**src/rtl/data_memory_pipe.sv**
```systemverilog
// data_memory_pipe: pipelined data memory with valid/ready requests,
// RD_LAT-deep read pipeline and a hardware zero-fill pass after reset.
// Optional feature macro: DMEM_PARITY_EN (per-word even parity + PERR output).
module data_memory_pipe #(
    parameter int unsigned DW     = 16,
    parameter int unsigned AW     = 6,
    parameter int unsigned RD_LAT = 1
) (
    input  logic          CLK,
    input  logic          RST_N,
    input  logic          REQ_VALID,
    output logic          REQ_READY,
    input  logic          REQ_WE,
    input  logic [AW-1:0] A,
    input  logic [DW-1:0] WD,
    output logic          RSP_VALID,
    output logic [DW-1:0] RD,
    output logic          BUSY
`ifdef DMEM_PARITY_EN
    ,
    output logic          PERR
`endif
);

    localparam int unsigned DEPTH = 1 << AW;
    localparam int unsigned FW    = AW + 1;
`ifdef DMEM_PARITY_EN
    localparam int unsigned MW    = DW + 1;
`else
    localparam int unsigned MW    = DW;
`endif

    // Reject unsupported read latencies at elaboration
    if (RD_LAT < 1 || RD_LAT > 4) begin : g_bad_lat
        $error("data_memory_pipe: RD_LAT must be in 1..4");
    end

    typedef enum logic {
        INIT = 1'b0,
        RUN  = 1'b1
    } state_t;

    state_t          state_q, state_d;
    logic [FW-1:0]   fill_q, fill_d;
    logic            ready_q, ready_d;
    logic            busy_q, busy_d;
    logic            init_we;

    logic            wr_acc;
    logic            rd_acc;
    logic [MW-1:0]   wr_word;
    logic [MW-1:0]   rd_word;

    logic [MW-1:0]   mem [DEPTH];

    logic [RD_LAT-1:0] vld_q;
    logic [DW-1:0]     dat_q [RD_LAT];
`ifdef DMEM_PARITY_EN
    logic [RD_LAT-1:0] perr_q;
`endif

    assign wr_acc  = REQ_VALID & ready_q & REQ_WE;
    assign rd_acc  = REQ_VALID & ready_q & ~REQ_WE;
    assign rd_word = mem[A];
`ifdef DMEM_PARITY_EN
    assign wr_word = {^WD, WD};
`else
    assign wr_word = WD;
`endif

    // FSM state, fill counter and handshake/status registers
    always_ff @(posedge CLK or negedge RST_N) begin
        if (!RST_N) begin
            state_q <= INIT;
            fill_q  <= '0;
            ready_q <= 1'b0;
            busy_q  <= 1'b1;
        end else begin
            state_q <= state_d;
            fill_q  <= fill_d;
            ready_q <= ready_d;
            busy_q  <= busy_d;
        end
    end

    // Next state: walk the whole array once, then stay in RUN until reset
    always_comb begin
        state_d = state_q;
        fill_d  = fill_q;
        ready_d = ready_q;
        busy_d  = busy_q;
        init_we = 1'b0;
        case (state_q)
            INIT: begin
                init_we = 1'b1;
                fill_d  = fill_q + FW'(1);
                if (fill_q == FW'(DEPTH - 1)) begin
                    state_d = RUN;
                    ready_d = 1'b1;
                    busy_d  = 1'b0;
                end
            end
            RUN: begin
                ready_d = 1'b1;
                busy_d  = 1'b0;
            end
            default: begin
                state_d = INIT;
            end
        endcase
    end

    // Storage array: zero-fill during INIT, accepted writes in RUN (not reset)
    always_ff @(posedge CLK) begin
        if (init_we) begin
            mem[fill_q[AW-1:0]] <= '0;
        end else if (wr_acc) begin
            mem[A] <= wr_word;
        end
    end

    // Read pipeline; data stages only advance behind a valid so RD holds
    always_ff @(posedge CLK or negedge RST_N) begin
        if (!RST_N) begin
            vld_q <= '0;
            for (int i = 0; i < int'(RD_LAT); i++) begin
                dat_q[i] <= '0;
            end
`ifdef DMEM_PARITY_EN
            perr_q <= '0;
`endif
        end else begin
            vld_q[0] <= rd_acc;
            if (rd_acc) begin
                dat_q[0] <= rd_word[DW-1:0];
            end
`ifdef DMEM_PARITY_EN
            perr_q[0] <= rd_acc & (^rd_word);
`endif
            for (int i = 1; i < int'(RD_LAT); i++) begin
                vld_q[i] <= vld_q[i-1];
                if (vld_q[i-1]) begin
                    dat_q[i] <= dat_q[i-1];
                end
`ifdef DMEM_PARITY_EN
                perr_q[i] <= perr_q[i-1];
`endif
            end
        end
    end

    assign REQ_READY = ready_q;
    assign BUSY      = busy_q;
    assign RSP_VALID = vld_q[RD_LAT-1];
    assign RD        = dat_q[RD_LAT-1];
`ifdef DMEM_PARITY_EN
    assign PERR      = perr_q[RD_LAT-1];
`endif

endmodule
```
**config.mk**
```make
export PLATFORM = sky130hd
export DESIGN_NAME = data_memory_pipe
export DESIGN_NICKNAME = d
export VERILOG_FILES = /design/src/rtl/data_memory_pipe.sv
export SDC_FILE = /design/constraint.sdc
export NUM_CORES = 1
export LEC_CHECK = 0
export CORE_UTILIZATION = 50
export CTS_CLUSTER_SIZE = 14
export DETAILED_ROUTE_END_ITERATION = 10
export GPL_ROUTABILITY_DRIVEN = 0
export PLACE_DENSITY = 0.71
export SETUP_SLACK_MARGIN = 0.05
export SKIP_CTS_REPAIR_TIMING = 1
export SYNTH_ARGS = -nofsm -noshare
export SYNTH_HDL_FRONTEND = slang
export SYNTH_SLANG_ARGS = --single-unit
```
**constraint.sdc**
```tcl
create_clock -name CLK -period 3.1 [get_ports CLK]
set_input_delay 0.62 -clock CLK [delete_from_list [all_inputs] [get_ports CLK]]
set_output_delay 0.62 -clock CLK [all_outputs]
set_load 0.01 [all_outputs]
```
==> results.cfg <==
[global_route]
grt_max_degree = 65
grt_first_pass_wirelength_um = 143500
gr-total-overflow = 0
first_global_vias = 21230
grtUsageTotal_pct = 24.35
antenna_found_initial = 3

[clocking]
clk_latency_ps = 670
cts_root_buf = clkbuf_16
clockBufferDepth = 3
htreeDepth = 3
cts_tree = yes
cts_buffers = 103
clk_pin_slew_ps = 60
clock_sinks = 1051

[synth]
ys_types = 44
synthCells = 1995
synth_nets = 2022
synth_edf_count = 1024
synth_top_area_cell = edfxtp_1
synth_area_leaders = edfxtp_1 76%, mux4_2 8.8%, mux2i_1 5.5%
ys_ff_latch = 1051
synth.yosys.seq_area_share_pct = 77.17
async_reset_ff_share_pct = 2.569
yosysTopAreaCellShare_pct = 75.50
ys.flop_type = edfxtp_1
synth_warnings = 0
yosysMostFrequentCell = edfxtp_1
synth_area_um2 = 40730
netlist_top_cells_count = 1,024 x edfxtp_1, 224 x mux2i_1, 160 x mux4_2, 80 x a22oi_1, 71 x nor2_1
avgSynthCellArea_um2 = 20.41

[timing]
timing.hold.ws_ps = 346.4
fin_crit_ps = 2691
slew_headroom_pct = 50.97
rsz0062_at_grt = no
fmax_mhz = 371.7
fin_crit_sh_pct = 86.79
timing.final.hold_violations = 0
slew_violations = 0
tns_ps = 0
tightest_slew_ps = 716.9
skew_ps = 24.62
setup_violations = 0

[power]
finalPower_uw = 28140
p_leak_uw = 0.01350
ir_worst_vdd_v = 0.0003883
powerDensity_nw_per_um2 = 588.6

[floorplanning]
pin_count = 45
initial_core_util_pct = 50.56
die_h_um = 287.4
die_w_um = 287.4
core_area_um2 = 80550
rows = 104
design.die.area_um2 = 82600

[critical_path]
critPathTopFamily = simple AND/OR/NAND/NOR gates
path_common_cell = buf_4
worstPathRequired_ps = 3450
path_max_fanout = 12
arrival_ps = 3040
critPathLaunchType = register
slowest_delay_ps = 620
endpoint_kind = register
critPathSlowestCell = dfrtp_1
crit_buf_inv = 2
crit_type = reg2reg
worstPathCellList = nand4_1 > buf_4 > o22ai_1 > nand2_1 > nor2_1 > buf_4

[final_layout]
antennaDiodeCount = 0
nNetsFinal = 2299
stdcell_area_um2 = 47800
multi_input_area_um2 = 8780
regArea_um2 = 31430
synthToLayoutAreaGrowth_pct = 17.38
drive_gt1_share_pct = 24.70
fillers = 5590

[routing]
drc = 0
avgViaCountPerCell = 6.173
vias = 21090
wl_per_cell_um = 29.07
postRouteAntennaNets = 0
first_iter_violations = 2861
routed_wl_um = 99300
drt_pass1_iterations = 5

[run_status]
status = finished clean

[job]
cap_violations = 0

[hold_path]
hp-class = in2async

[placed_design]
placed_cell_area_um2 = 44560
hpwlAfterDp_um = 61500
io_buffer_count = 44
-- cell type report --
class | count | area share [%]
Inverter | 2 | 0.01570
Multi-Input combinational cell | 826 | 18.37
Clock inverter | 53 | 1.005
Tap cell | 1060 | 2.775
Clock buffer | 136 | 5.782
Timing Repair Buffer | 288 | 6.313
Sequential cell | 1051 | 65.74
-- kinds of logic after synthesis --
logic type	synth area share, %
adders and majority gates	0.03072
buffers and inverters	1.376
muxes	14.82
xor gates and xnor gates	0.1290
and+or+nand+nor	2.105
AOI/OAI and AO/OA	4.369
DFF	77.17
-- worst reg2reg max path, cell delays in order, from the launching register on --
cell	delay, ps
dfrtp_1	620
nand4_1	330
buf_4	280
o22ai_1	240
nand2_1	370
nor2_1	280
buf_4	260
-- layer usage --
metal	up-vias	GRT usage (%)	part of all wire [%]
met4	4	7.340	2.7
met2	1159	36.77	46
met3	160	6.468	11
li1	8835	-	-
met5	-	0	0.031
met1	10930	34.89	40
-- layout by cell type (no fill, tap or decap), drive strengths merged, types with 4 or more instances in the layout --
cell type      Yosys  final
nor2b             21     21
a2111oi           16     16
a211oi            32     32
a31oi             16     16
bufinv             0      7
mux4             160    160
nand3             20     20
clkdlybuf4s50      0     41
nand2             28     28
dfrtp             26     26
mux2i            224    224
xnor2              4      4
nor2              71     71
a22o              16     16
buf               67    247
clkbuf            49    136
o211ai            16     16
inv                2      6
a22oi             80     80
a221o             16     16
edfxtp          1024   1024
mux2              17     17
o21ai             22     22
nand2b             7      7
o22ai             17     17
clkinv             0     39
and2              19     19
nand3b             4      4
-- registers in the layout (all words and copies together) (netlist names) --
| name | cells |
|---|---|
| BUSY | 1 |
| fill_q | 7 |
| REQ_READY | 1 |
| mem | 1024 |
| state_q | 1 |
| RSP_VALID | 1 |
| RD | 16 |
-- power breakdown --
group / switching, uW / leakage [uW] / internal (uW)
combinational: 419 / 0.00444 / 336
sequential: 0 / 0.00749 / 15300
clock: 5180 / 0.00157 / 6860
total: 5600 / 0.0135 / 22500
-- metrics by stage --
step	worst slack (ps)	utilization [%]	instances
after floorplan	10.46	-	1995
after CTS	441.7	59.35	3416
after detailed placement	-175.4	55.32	3227
after global routing	162.3	59.35	3416
final	409.4	59.35	3416
after global placement	-167.7	55.32	3227
-- worst paths after layout --
| path | from | to | slack, ps | cells past startpoint |
|---|---|---|---|---|
| max | state_q | mem[59][10] | 410 | 6 |
| min | RST_N | REQ_READY | 350 | 2 |
| max reg2reg | state_q | mem[59][10] | 410 | 6 |
| min reg2reg | fill_q[6] | fill_q[6] | 480 | 1 |
| max in group asynchronous | RST_N | RD[3] | 2400 | 2 |
| min in group CLK | fill_q[6] | fill_q[6] | 480 | 1 |
Note: power is estimated with default switching activity, not from simulation.
